[config.mk]
export PLATFORM = sky130hd
export DESIGN_NAME = can_bit_timing
export DESIGN_NICKNAME = d
export VERILOG_FILES = /design/src/rtl/can_bit_timing_pkg.sv /design/src/rtl/can_bit_timing_tq_prescaler.sv /design/src/rtl/can_bit_timing.sv
export SDC_FILE = /design/constraint.sdc
export NUM_CORES = 1
export LEC_CHECK = 0
export CORE_ASPECT_RATIO = 1.5
export CORE_MARGIN = 3
export CORE_UTILIZATION = 50
export DETAILED_ROUTE_END_ITERATION = 12
export GPL_TIMING_DRIVEN = 0
export PLACE_DENSITY_LB_ADDON = 0.08
export SLEW_MARGIN = 20
export SYNTH_ARGS = -nofsm -noshare
export SYNTH_HDL_FRONTEND = slang
export SYNTH_SLANG_ARGS = --single-unit
export TNS_END_PERCENT = 30
[constraint.sdc]
create_clock -name clk -period 5.8 [get_ports clk]
set_input_delay 1.16 -clock clk [delete_from_list [all_inputs] [get_ports clk]]
set_output_delay 1.16 -clock clk [all_outputs]
set_load 0.01 [all_outputs]
[src/rtl/can_bit_timing_pkg.sv]
// can_timing_pkg: shared types, default widths and helpers for the CAN bit-timing unit
package can_timing_pkg;
   localparam int BRP_W_D = 10;
   localparam int SEG_W_D = 5;
   localparam int SJW_W_D = 2;
   typedef enum logic [1:0] {SEG_SYNC, SEG_1, SEG_2} seg_t;
   function automatic int tq_per_bit(input int tseg1, input int tseg2);
      return tseg1 + tseg2 + 3;
   endfunction
endpackage

[src/rtl/can_bit_timing_tq_prescaler.sv]
// tq_prescaler: divides clk into time-quantum ticks, with a synchronous phase clear
module tq_prescaler #(
   parameter int W = 10
) (
   input  logic         clk,
   input  logic         rst,
   input  logic         en,
   input  logic         clr,
   input  logic [W-1:0] brp,
   output logic         tick
);
   logic [W-1:0] pcnt;
   assign tick = en & (pcnt >= brp);
   // count 0..brp; a clear restarts the quantum on the next clock
   always_ff @(posedge clk or posedge rst)
      if (rst) pcnt <= '0;
      else if (en) pcnt <= (clr | tick) ? '0 : pcnt + W'(1);
endmodule

[src/rtl/can_bit_timing.sv]
// can_bit_timing: SYNC/SEG1/SEG2 bit timer with hard sync and SJW-limited resynchronisation
module can_bit_timing
   import can_timing_pkg::*;
#(
   parameter int BRP_W = BRP_W_D,
   parameter int SEG_W = SEG_W_D,
   parameter int SJW_W = SJW_W_D
) (
   input  logic                 clk,
   input  logic                 rst,
   input  logic                 en,
   input  logic                 rx,
   input  logic                 edge_any,
   input  logic                 hard_sync_req,
   input  logic [BRP_W-1:0]     brp,
   input  logic [SEG_W-1:0]     tseg1,
   input  logic [SEG_W-1:0]     tseg2,
   input  logic [SJW_W-1:0]     sjw,
   output logic                 sample,
   output logic                 sample_bit,
   output logic                 tx_point,
   output logic                 baud,
   output logic                 lock,
   output logic                 glitch,
   output logic signed [SEG_W:0] phase_err
);
   localparam int QW = SEG_W + 1;
   localparam int EW = SEG_W + 2;
   logic [BRP_W-1:0] brp_s, brp_e;
   logic [SEG_W-1:0] tseg1_s, tseg2_s, tseg1_e, tseg2_e;
   logic [SJW_W-1:0] sjw_s, sjw_e;
   logic             cfg_pend;
   seg_t             state;
   logic [QW-1:0]    qcnt, ext, shr, end1, end2;
   logic [EW-1:0]    mag, jw, e_val;
   logic             rxold, trig, tick, edge_q, hard, rs, lock_ok, early, norm, smp_ev, tx_ev;
   // until the first enabled clock after reset the live configuration is used directly
   assign brp_e   = cfg_pend ? brp : brp_s;
   assign tseg1_e = cfg_pend ? tseg1 : tseg1_s;
   assign tseg2_e = cfg_pend ? tseg2 : tseg2_s;
   assign sjw_e   = cfg_pend ? sjw : sjw_s;
   assign edge_q  = en & (rx != rxold) & (edge_any | rxold);
   assign hard    = edge_q & hard_sync_req;
   assign rs      = edge_q & ~hard_sync_req & ~trig;
   assign jw      = EW'(sjw_e) + EW'(1);
   assign mag     = (state == SEG_SYNC) ? '0 :
                    (state == SEG_2) ? EW'(tseg2_e) + EW'(1) - EW'(qcnt) : EW'(qcnt) + EW'(1);
   assign lock_ok = mag <= jw;
   assign e_val   = (state == SEG_2) ? -mag : mag;
   assign early   = rs & (state == SEG_2) & lock_ok;
   assign norm    = ~hard & ~(rs & (state != SEG_SYNC));
   assign end1    = QW'(tseg1_e) + ext;
   assign end2    = QW'(tseg2_e) - shr;
   assign smp_ev  = norm & tick & (state == SEG_1) & (qcnt >= end1);
   assign tx_ev   = early | (norm & tick & (state == SEG_2) & (qcnt >= end2));
   assign baud    = state == SEG_2;
   tq_prescaler #(.W(BRP_W)) u_pre (
      .clk (clk),
      .rst (rst),
      .en  (en),
      .clr (hard | early),
      .brp (brp_e),
      .tick(tick)
   );
   // shadow configuration, reloaded at every bit start so mid-bit changes wait a bit
   always_ff @(posedge clk or posedge rst)
      if (rst) begin
         brp_s    <= '0;
         tseg1_s  <= '0;
         tseg2_s  <= '0;
         sjw_s    <= '0;
         cfg_pend <= 1'b1;
      end else if (en) begin
         cfg_pend <= 1'b0;
         if (cfg_pend | tx_ev) begin
            brp_s   <= brp;
            tseg1_s <= tseg1;
            tseg2_s <= tseg2;
            sjw_s   <= sjw;
         end
      end
   // segment machine: edge corrections take precedence over the normal segment walk
   always_ff @(posedge clk or posedge rst)
      if (rst) begin
         state      <= SEG_SYNC;
         qcnt       <= '0;
         ext        <= '0;
         shr        <= '0;
         rxold      <= 1'b1;
         trig       <= 1'b0;
         lock       <= 1'b0;
         glitch     <= 1'b0;
         phase_err  <= '0;
         sample     <= 1'b0;
         sample_bit <= 1'b1;
         tx_point   <= 1'b0;
      end else begin
         sample   <= smp_ev;
         tx_point <= tx_ev;
         if (en) begin
            rxold <= rx;
            if (smp_ev) sample_bit <= rx;
            if (edge_q & ~hard_sync_req & trig) glitch <= 1'b1;
            if (hard | rs) begin
               phase_err <= hard ? '0 : e_val[SEG_W:0];
               trig      <= 1'b1;
               lock      <= hard | lock_ok;
            end
            if (hard | early) begin
               state <= SEG_1;
               qcnt  <= '0;
               ext   <= '0;
               shr   <= '0;
            end else if (rs & (state == SEG_1)) begin
               ext <= (mag < jw) ? QW'(mag) : QW'(jw);
               if (tick) qcnt <= qcnt + QW'(1);
            end else if (rs & (state == SEG_2)) begin
               shr <= QW'(jw);
               if (tick) qcnt <= qcnt + QW'(1);
            end else if (tick) begin
               if (state == SEG_SYNC) begin
                  state <= SEG_1;
                  qcnt  <= '0;
               end else if (smp_ev) begin
                  state <= SEG_2;
                  qcnt  <= '0;
                  ext   <= '0;
               end else if (tx_ev) begin
                  state  <= SEG_SYNC;
                  qcnt   <= '0;
                  trig   <= 1'b0;
                  glitch <= 1'b0;
                  shr    <= '0;
               end else qcnt <= qcnt + QW'(1);
            end
         end
      end
endmodule

=== Word level (Yosys, flattened, before mapping) ===
Index checks and enable logic that the tools add are counted.

* Flip-flop bits (word level): 66
* Logic and storage cells: 139

* Add/subtract/negate cells: 9
* Reductions and logical operators: 16
* Magnitude comparators: 5
* Equal/unequal tests: 9
* Bitwise operators: 28
* Muxes and demuxes: 54

{| class="wikitable"
|+ Operator list
! operator !! count
|-
| $mux 6 || 24
|-
| $mux 10 || 2
|-
| $and 1x1->1 || 17
|-
| $mux 1 || 16
|-
| $mux 2 || 8
|-
| $mux 7 || 2
|-
| $ge 6x6->1 || 2
|-
| $ne 3x1->1 const B || 4
|-
| $reduce_bool 3->1 || 4
|-
| $add 10x1->10 const B || 1
|-
| $ge 10x10->1 || 1
|-
| $mux 5 || 2
|-
| $reduce_and 5->1 || 2
|-
| $reduce_and 2->1 || 4
|-
| $reduce_bool 4->1 || 2
|-
| $add 6x1->7 const B || 1
|-
| $le 7x3->1 || 1
|-
| $lt 7x3->1 || 1
|-
| $or 1x1->1 || 7
|-
| $sub 6x6->7 || 1
|-
| $add 5x1->6 const B || 1
|-
| $add 5x6->6 || 1
|-
| $add 6x1->6 const B || 1
|-
| $neg 6->6 || 1
|-
| 10 further kinds || 15
|}

=== Longest topological paths before layout ===
Gate-level depths: netlist of run 1.

* Depth after elaboration: 19
* Depth in mapped cells: 18

=== Cells and area by module ===
A second synthesis of run 1 with hierarchy kept.

* Cells, all modules: 461
* Area, all modules: 4737.0 um^2

{| class="wikitable"
|+ Modules (own cells, without submodules)
! module !! cells each !! times used !! area an instance (um^2)
|-
| can_bit_timing || 374 || 1 || 3946.3
|-
| tq_prescaler || 87 || 1 || 790.8
|}

=== Worst setup path after synthesis of run 1 ===
No wires, ideal clock.

* Path kind: input to register
* Start: input tseg2[1]
* End: register brp_s[0]
* Arrival: 4.207 ns
* Stages: 16
* Buffers on the path: 1
* Setup slack: 1.468 ns
* Cell sequence: mux2i_1 ha_1 inv_1 ha_1 inv_1 fa_1 o21a_1 inv_1 ha_1 a21oi_1 a32oi_1 a311o_1 o32ai_4 o21ai_2 buf_6 mux2_4

* Longest elaborated chain between the ends: 10
* Elaborated cells between the ends (all ways): 13
* Those cells by class: add/sub: 3; order compare: 2; mux: 3; bitwise: 4; reduce/logical: 1

{| class="wikitable"
|+ RTL lines
! element !! RTL line !! text
|-
| start: declaration || can_bit_timing.sv:17 || <nowiki>input logic [SEG_W-1:0] tseg2,</nowiki>
|-
| $mux 5 * || can_bit_timing.sv:40 || <nowiki>assign tseg2_e = cfg_pend ? tseg2 : tseg2_s;</nowiki>
|-
| $add 5x1->6 || can_bit_timing.sv:47 || <nowiki>(state == SEG_2) ? EW'(tseg2_e) + EW'(1) - EW'(qcnt) : EW'(qcnt) + EW'(1);</nowiki>
|-
| $sub 6x6->7 || can_bit_timing.sv:47 ||
|-
| $mux 7 || can_bit_timing.sv:47 ||
|-
| $mux 7 || can_bit_timing.sv:46 || <nowiki>assign mag = (state == SEG_SYNC) ? '0 :</nowiki>
|-
| $le 7x3->1 || can_bit_timing.sv:48 || <nowiki>assign lock_ok = mag <= jw;</nowiki>
|-
| $and 1x1->1 || can_bit_timing.sv:50 || <nowiki>assign early = rs & (state == SEG_2) & lock_ok;</nowiki>
|-
| $or 1x1->1 * || can_bit_timing.sv:55 || <nowiki>assign tx_ev = early | (norm & tick & (state == SEG_2) & (qcnt >= end2));</nowiki>
|-
| net tx_ev || can_bit_timing.sv:36 || <nowiki>logic rxold, trig, tick, edge_q, hard, rs, lock_ok, early, norm, smp_ev, tx_ev;</nowiki>
|-
| $or 1x1->1 * || can_bit_timing.sv:75 || <nowiki>if (cfg_pend | tx_ev) begin</nowiki>
|-
| $reduce_and 2->1 (no line) * || - ||
|-
| end signal: assignment || can_bit_timing.sv:76 || <nowiki>brp_s <= brp;</nowiki>
|-
| end: declaration || can_bit_timing.sv:29 || <nowiki>logic [BRP_W-1:0] brp_s, brp_e;</nowiki>
|}

Mark *: on every way through the listed nets, which the timed path passes. The rest lies on a longest branch.
A chain may end at the register's enable or synchronous reset.

=== Worst setup path after layout of run 1 ===
* Start: register cfg_pend
* End: register ext[5]

* Longest elaborated chain between the ends: 10
* Elaborated cells between the ends (all ways): 28
* Those cells by class: add/sub: 4; order compare: 4; eq/ne: 2; mux: 9; bitwise: 6; reduce/logical: 3

{| class="wikitable"
|+ RTL lines
! element !! RTL line !! text
|-
| start: declaration || can_bit_timing.sv:32 || <nowiki>logic cfg_pend;</nowiki>
|-
| start signal: assignment || can_bit_timing.sv:72 || <nowiki>cfg_pend <= 1'b1;</nowiki>
|-
| start signal: assignment || can_bit_timing.sv:74 || <nowiki>cfg_pend <= 1'b0;</nowiki>
|-
| $mux 5 || can_bit_timing.sv:40 ||
|-
| $add 5x1->6 || can_bit_timing.sv:47 ||
|-
| $sub 6x6->7 || can_bit_timing.sv:47 ||
|-
| $mux 7 || can_bit_timing.sv:47 ||
|-
| $mux 7 || can_bit_timing.sv:46 ||
|-
| $le 7x3->1 || can_bit_timing.sv:48 ||
|-
| $and 1x1->1 || can_bit_timing.sv:50 ||
|-
| $or 1x1->1 || can_bit_timing.sv:109 || <nowiki>if (hard | early) begin</nowiki>
|-
| $ne 3x1->1 (no line) or $reduce_bool 3->1 (tied branches) || - ||
|-
| $reduce_and 5->1 (no line) || - ||
|-
| end signal: assignment || can_bit_timing.sv:115 || <nowiki>ext <= (mag < jw) ? QW'(mag) : QW'(jw);</nowiki>
|-
| end: declaration || can_bit_timing.sv:34 || <nowiki>logic [QW-1:0] qcnt, ext, shr, end1, end2;</nowiki>
|}

Several ways; a longest one is shown, not always the timed one.

==> results.md, run 1 <==
* Worst hold path type: flip-flop to flip-flop
* Drt pass-1 iters at 4
* Startpoint Class: flip-flop
* RSZ-0062 raised after global routing: no
* Met1 Usage GRT at about a quarter
* Largest net degree at the start of global routing at 56
* Tot Pwr at 2.66 mW
* Clk_lat worst skew at 0.33 ns
* EDFF count, synth at 0
* CTS max path bufs at 2
* Largest area contributor in the netlist: dfrtp_1
* Chip height at 121 um
* Max FO, Critical Path at 10
* Worst hold endpoint: phase_err[2]
* GR peak layer: met2
* Area growth syn-to-layout at 19.9%
* Initial Util at 51.8%
* Wirelength per Cell at 17.1 um
* Remaining DRCs at 0
* Final Wtd Congestion at 0.821
* GR Util All Layers at around 22%
* Slew margin rel. at 41.3%
* Gr ovfl total at 0
* Setup TNS at 0 ns
* Layout Nets at 560
* Final Instance Count excl. Fillers at 594
* Post-CTS sizing at 0
* Min-delay src: phase_err[2]
* First-pass GRT wire length at 16400 um
* Layout cell share with drive strength beyond 1 at 12.1%
* DR vias/cell at 5.53
* Clock-pin slew on the worst setup and hold paths at 0.05 ns
* Top cell types by occurrence after synthesis: dfrtp_1 (60), ha_1 (47), inv_1 (38)
* Syn. warnings at 0
* Reg2Reg Capture Point: ext[5]
* Ys async rst share at 100%
* CTS root buf: clkbuf_16
* Most common cell in the synthesized netlist: dfrtp_1
* Cts hold-fix bufs at 0
* Fmax at 0.192 GHz
* WHS Path Cells at 2
* Max cap viols at 0
* Area of the core at 8520 um2
* Post-synth top area share at 34.0%
* Post-Syn Area at approximately 4400 um2
* Die X at ~83 um
* Reg2reg path depth at 17
* Power Dens Cells at 502 nW/um2
* Register area at 1580 um2
* Port Buffers at 39
* # Post-CTS Setup Buffers at 0
* Crit path kind: flip-flop to flip-flop
* Hold WS at 0.485 ns
* CTS tree: built
* Syn Nets at 509
* Top post-synthesis cells by area: dfrtp_1 (34%), ha_1 (13%), mux2_4 (6.8%)
* M2 GR Usage at 38.5%
* # IOs at 40
* Synth Flop Type: dfrtp_1
* Crit path largest cell delay at a little over 0.5 ns
* Critical Path End Type: flip-flop
* Status: finished clean
* Multi-input gate area at 2620 um2
* H-tree depth at 3
* Routed Antenna Nets at 0
* Met3 usage in global routing at roughly 4.5%
* Std cell rows at between 40 and 50
* Die Area at approximately 10000 um2
* Critical Path Slowest Stage Cell: buf_1
* Maximum vdd drop at about 0.00033 V
* Initial drt markers at 101
* Reg2Reg Launch Point: cfg_pend
* Routed vias at 3287
* Cells after Synth at 431
* Worst-path cell chain: buf_2 -> buf_1 -> mux2i_1 -> ha_1 -> inv_1 -> ha_1 -> inv_1 -> fa_1 -> o21a_1 -> inv_1 -> ha_1 -> a21oi_1 -> a32oi_1 -> a311o_1 -> o41ai_4 -> nor3b_1 -> and2_1
* Reg2reg setup slack at around 0.60 ns
* Crit share post-route at 89.7%
* Placed Cells at approximately 580
* # clock sinks at 63
* Total Wirelength at 10100 um
* Final Skew at between 0.005 and 0.006 ns
* Final max-slew violation count at 0
* Ant diodes at 0
* Syn_area_per_cell at 10.2 um2
* Final Hold Vio Count at 0
* Fillers at 729
* Yosys cell types at 60
* Worst Max-Slew Pin Slew at around 0.87 ns
* Yosys reg bits at 63
* WP data required at 6.02 ns
* Seq/Total Area, Yosys at between 30% and 40%
* Initial antenna violation count at 0
* Number of global-route vias before repair at between 3000 and 4000
* Arr. time, crit path at 5.42 ns
* DP HPWL at 7710 um
* Final min period at 5.20 ns
* Number of setup violations in the final report at 0
* Pleak at 2.56 nW
* CTS Buf Count at 9
[critical path: cells and delay by family, from the launching register on]
family	cells	cell delay [ns]
multiplexers	1	0.41
AND/OR/NAND/NOR	2	0.48
flip-flops	1	0.50
adder cells (fa/ha/maj)	4	1.31
AO/OA/AOI/OAI	5	1.42
buffers and inverters	5	0.95
[report_power, final]
| group | internal, mW | switching [mW] | leakage [nW] | total (mW) |
|---|---|---|---|---|
| combinational | 0.646 | 0.750 | 1.58 | 1.40 |
| sequential | 0.569 | 0.102 | 0.830 | 0.671 |
| clock | 0.399 | 0.191 | 0.160 | 0.590 |
| total | 1.61 | 1.04 | 2.56 | 2.66 |
[layer usage]
metal	up-vias	routed length, um
li1	1627	-
met1	1598	4170
met2	45	5370
met3	17	319
met4	0	276
met5	-	0
[layout by cell type, fill, tap and decap left out, types with 5 or more instances in the layout]
| master | n |
|---|---|
| dfrtp_1 | 60 |
| ha_1 | 47 |
| clkdlybuf4s50_1 | 39 |
| inv_1 | 37 |
| nor2_1 | 34 |
| nand2_1 | 27 |
| a21oi_1 | 22 |
| mux2i_1 | 21 |
| mux2_4 | 20 |
| o21ai_0 | 13 |
| xor2_1 | 12 |
| xnor2_1 | 12 |
| mux2_2 | 9 |
| clkbuf_16 | 9 |
| nand2b_1 | 8 |
| nand3_1 | 8 |
| clkbuf_1 | 6 |
| a21o_1 | 6 |
| nand4_1 | 6 |
| nor2b_1 | 5 |
| nor3_1 | 5 |
[stage by stage]
step	area, um2	util (%)	setup WS (ns)
finish	5290	62.2	0.599
global route	5290	62.2	0.223
CTS	5290	62.2	0.597
detailed placement	4970	58.3	0.375
global placement	4940	58.0	0.405
floorplan	4410	-	1.47
[how the worst max path moves through the flow]
stage | startpoint | to | slack, ns | cells past startpoint
floorplan | tseg2[1] | brp_s[0] | 1.47 | 16
global placement | tseg2[1] | ext[5] | 0.40 | 16
detailed placement | tseg2[1] | ext[3] | 0.38 | 16
CTS | cfg_pend | ext[5] | 0.60 | 17
global route | cfg_pend | ext[3] | 0.22 | 17
finish | cfg_pend | ext[5] | 0.60 | 17
[state kept, by name, indices dropped and copies added, names as in the netlist]
name and cells:
brp_s 10, cfg_pend 1, ext 6, glitch 1
lock 1, phase_err 6, qcnt 6, rxold 1
sample 1, sample_bit 1, shr 3, sjw_s 2
state 2, trig 1, tseg1_s 5, tseg2_s 5
tx_point 1, u_pre.pcnt 10
[logic make-up (layout without fill, tap and decap cells)]
family	Yosys count	count (layout)	synth area share [%]
compound gates	83	83	13.5
xor+xnor	24	24	4.76
fa+ha+maj	50	50	14.7
buf+inv	50	106	4.76
flops	63	63	35.8
mux	52	52	14.4
simple gates	109	109	12.1
[area by class of cell]
| type | count | area share, % |
|---|---|---|
| multi-input combinational | 318 | 49.6 |
| tap | 107 | 2.53 |
| buffer | 12 | 1.28 |
| clock buffer | 13 | 4.92 |
| timing repair buffer | 40 | 7.90 |
| sequential | 63 | 29.9 |
| clock inverter | 3 | 1.23 |
| inverter | 38 | 2.74 |
Note: power is estimated with default switching activity, not from simulation.
==> run 2, diff against run 1 <==
Settings changed: CORE_UTILIZATION 50 to 30, SETUP_SLACK_MARGIN set to 0.4.
==> run 2 against run 1 <==
  * Cell count increased by 14%
  * Clock skew about the same
  * Critical path depth shrank 1
  * Count of clock-buffer cells in the layout shrank 4
  * Via count is 1.2% lower
  * Clock power fell by 15%
  * Combinational power is essentially flat
  * Sequential share of layout area decreased by 0.31 points
  * First-iteration DRC count down 28%
  * Sequential power shrank 0.7%
==> results.md, run 2 (same netlist as run 1, synthesis figures left out) <==
* CTS max path bufs at 2 (unchanged)
* Die Area at 16200 um2 (was 10000 um2)
* Fillers at 1480 (was 729)
* Fmax at 0.195 GHz (was 0.192 GHz)
* Total Wirelength at 11200 um (was 10100 um)
* # clock sinks at 63 (unchanged)
* Layout Nets at 560 (unchanged)
* Clk_lat worst skew at 0.33 ns (about the same)
* Pleak at 2.53 nW (was 2.56 nW)
* Remaining DRCs at 0 (unchanged)
* WP data required at 6.02 ns (about the same)
* Maximum vdd drop at 0.000273 V (was 0.000332 V)
* Final Wtd Congestion at 0.850 (was 0.821)
* Number of setup violations in the final report at 0 (unchanged)
* H-tree depth at 3 (unchanged)
* Crit share post-route at 88.5% (was 89.7%)
* Max cap viols at 0 (unchanged)
* Clock-pin slew on the worst setup and hold paths at 0.06 ns (was 0.05 ns)
* Final Skew at 0.00529 ns (was 0.00540 ns)
* DR vias/cell at 4.78 (was 5.53)
* RSZ-0062 raised after global routing: no (unchanged)
* Biggest regs: brp_s: 10 flops, u_pre.pcnt: 10 flops (unchanged)
* Cts hold-fix bufs at 0 (unchanged)
* # Post-CTS Setup Buffers at 0 (unchanged)
* Multi-input gate area at 2620 um2 (unchanged)
* Initial antenna violation count at 0 (unchanged)
* Commonest non-fill, non-tap cells in the layout: dfrtp_1 (60), ha_1 (47), clkdlybuf4s50_1 (39), inv_1 (37), nor2_1 (34) (unchanged)
* Arr. time, crit path at 5.35 ns (was 5.42 ns)
* Final max-slew violation count at 0 (unchanged)
* Area growth syn-to-layout at 21.2% (was 19.9%)
* Crit path kind: input pin to flip-flop (was flip-flop to flip-flop)
* Worst Max-Slew Pin Slew at 0.912 ns (was 0.873 ns)
* Port Buffers at 39 (unchanged)
* Final min period at 5.13 ns (was 5.20 ns)
* Routed vias at 3248 (was 3287)
* Drt pass-1 iters at 4 (unchanged)
* Gr ovfl total at 0 (unchanged)
* Max FO, Critical Path at 7 (was 10)
* Die X at 105 um (was 82.7 um)
* Final Instance Count excl. Fillers at 679 (was 594)
* Status: finished clean (unchanged)
* Slew margin rel. at 38.7% (was 41.3%)
* Routed Antenna Nets at 0 (unchanged)
* CTS tree: built (unchanged)
* Number of global-route vias before repair at 3478 (was 3439)
* First-pass GRT wire length at 18600 um (was 16400 um)
* Ant diodes at 0 (unchanged)
* Register area at 1580 um2 (unchanged)
* Power Dens Cells at 481 nW/um2 (was 502 nW/um2)
* Critical Path End Type: flip-flop (unchanged)
* Largest net degree at the start of global routing at 52 (was 56)
* # IOs at 40 (unchanged)
* Startpoint Class: input pin (was flip-flop)
* Initial drt markers at 73 (was 101)
* GR Util All Layers at 14.7% (was 21.8%)
* Commonest non-fill, non-tap cell in the layout: dfrtp_1 (unchanged)
* CTS root buf: clkbuf_16 (unchanged)
* Layout cell share with drive strength beyond 1 at 12.7% (was 12.1%)
* Chip height at 155 um (was 121 um)
* Final Hold Vio Count at 0 (unchanged)
* Placed Cells at 663 (was 578)
* Setup TNS at 0 ns (unchanged)
* Worst hold path type: flip-flop to flip-flop (unchanged)
* CTS Buf Count at 9 (unchanged)
* Wirelength per Cell at 16.5 um (was 17.1 um)
* Std cell rows at 53 (was 41)
* Initial Util at 31.1% (was 51.8%)
* DP HPWL at 8660 um (was 7710 um)
* Area of the core at 14200 um2 (was 8520 um2)
run 2: final cells by class:
class | count | share of cell area, %
Buffer | 12 | 1.29
Clock buffer | 9 | 4.21
Clock inverter | 7 | 0.912
Inverter | 38 | 2.71
Multi-Input combinational cell | 318 | 49.0
Sequential cell | 63 | 29.5
Tap cell | 192 | 4.49
Timing Repair Buffer | 40 | 7.81
run 2: timing repair:
item,4_1_cts,5_1_grt
endpoints found under the hold margin,0,0
gates resized for setup,0,1
setup endpoints to repair,0,25
run 2: worst paths after layout:
kind	slack (ns)	cells after the start	start	endpoint
worst max-delay path	0.67	16	tseg2[1]	ext[5]
worst min-delay path	0.49	1	brp_s[7]	brp_s[7]
worst max register to register	0.82	17	cfg_pend	ext[5]
worst min register to register	0.49	1	brp_s[7]	brp_s[7]
max in group asynchronous	4.14	3	rst	cfg_pend
min in group asynchronous	1.10	2	rst	phase_err[0]
run 2: power breakdown:
group          total [mW]  internal [mW]  switching (mW)
clock               0.502          0.289           0.213
sequential          0.666          0.569          0.0971
combinational        1.40          0.644           0.759
run 2: critical path, cell delays in order:
cell and delay [ns]:
clkdlybuf4s50_1 0.42, mux2i_1 0.30, ha_1 0.29, inv_1 0.05
ha_1 0.19, inv_1 0.07, fa_1 0.48, o21a_1 0.20
inv_1 0.12, ha_1 0.34, a21oi_1 0.18, a32oi_1 0.08
a311o_1 0.42, o41ai_4 0.54, nor3b_1 0.25, and2_1 0.25
run 2: metal layers:
metal	GRT usage, %	share of wire, %	vias to the layer above
met5	0	0	-
li1	-	-	1627
met2	26.1	53	38
met4	5.82	2.1	0
met3	2.25	1.9	13
met1	17.8	43	1570
run 2: through the flow:
| stage | area (um2) | power, mW | hold slack, ns | util (%) | worst slack (ns) |
|---|---|---|---|---|---|
| finish | 5350 | 2.57 | 0.490 | 37.7 | 0.668 |
| global route | 5350 | 2.83 | 0.506 | 37.7 | 0.437 |
| CTS | 5350 | 2.62 | 0.498 | 37.7 | 0.539 |
| detailed placement | 5070 | 2.09 | 0.485 | 35.8 | 0.309 |
| global placement | 5040 | 2.06 | 0.474 | 35.5 | 0.299 |
| floorplan | 4410 | 1.71 | 0.460 | - | 1.47 |
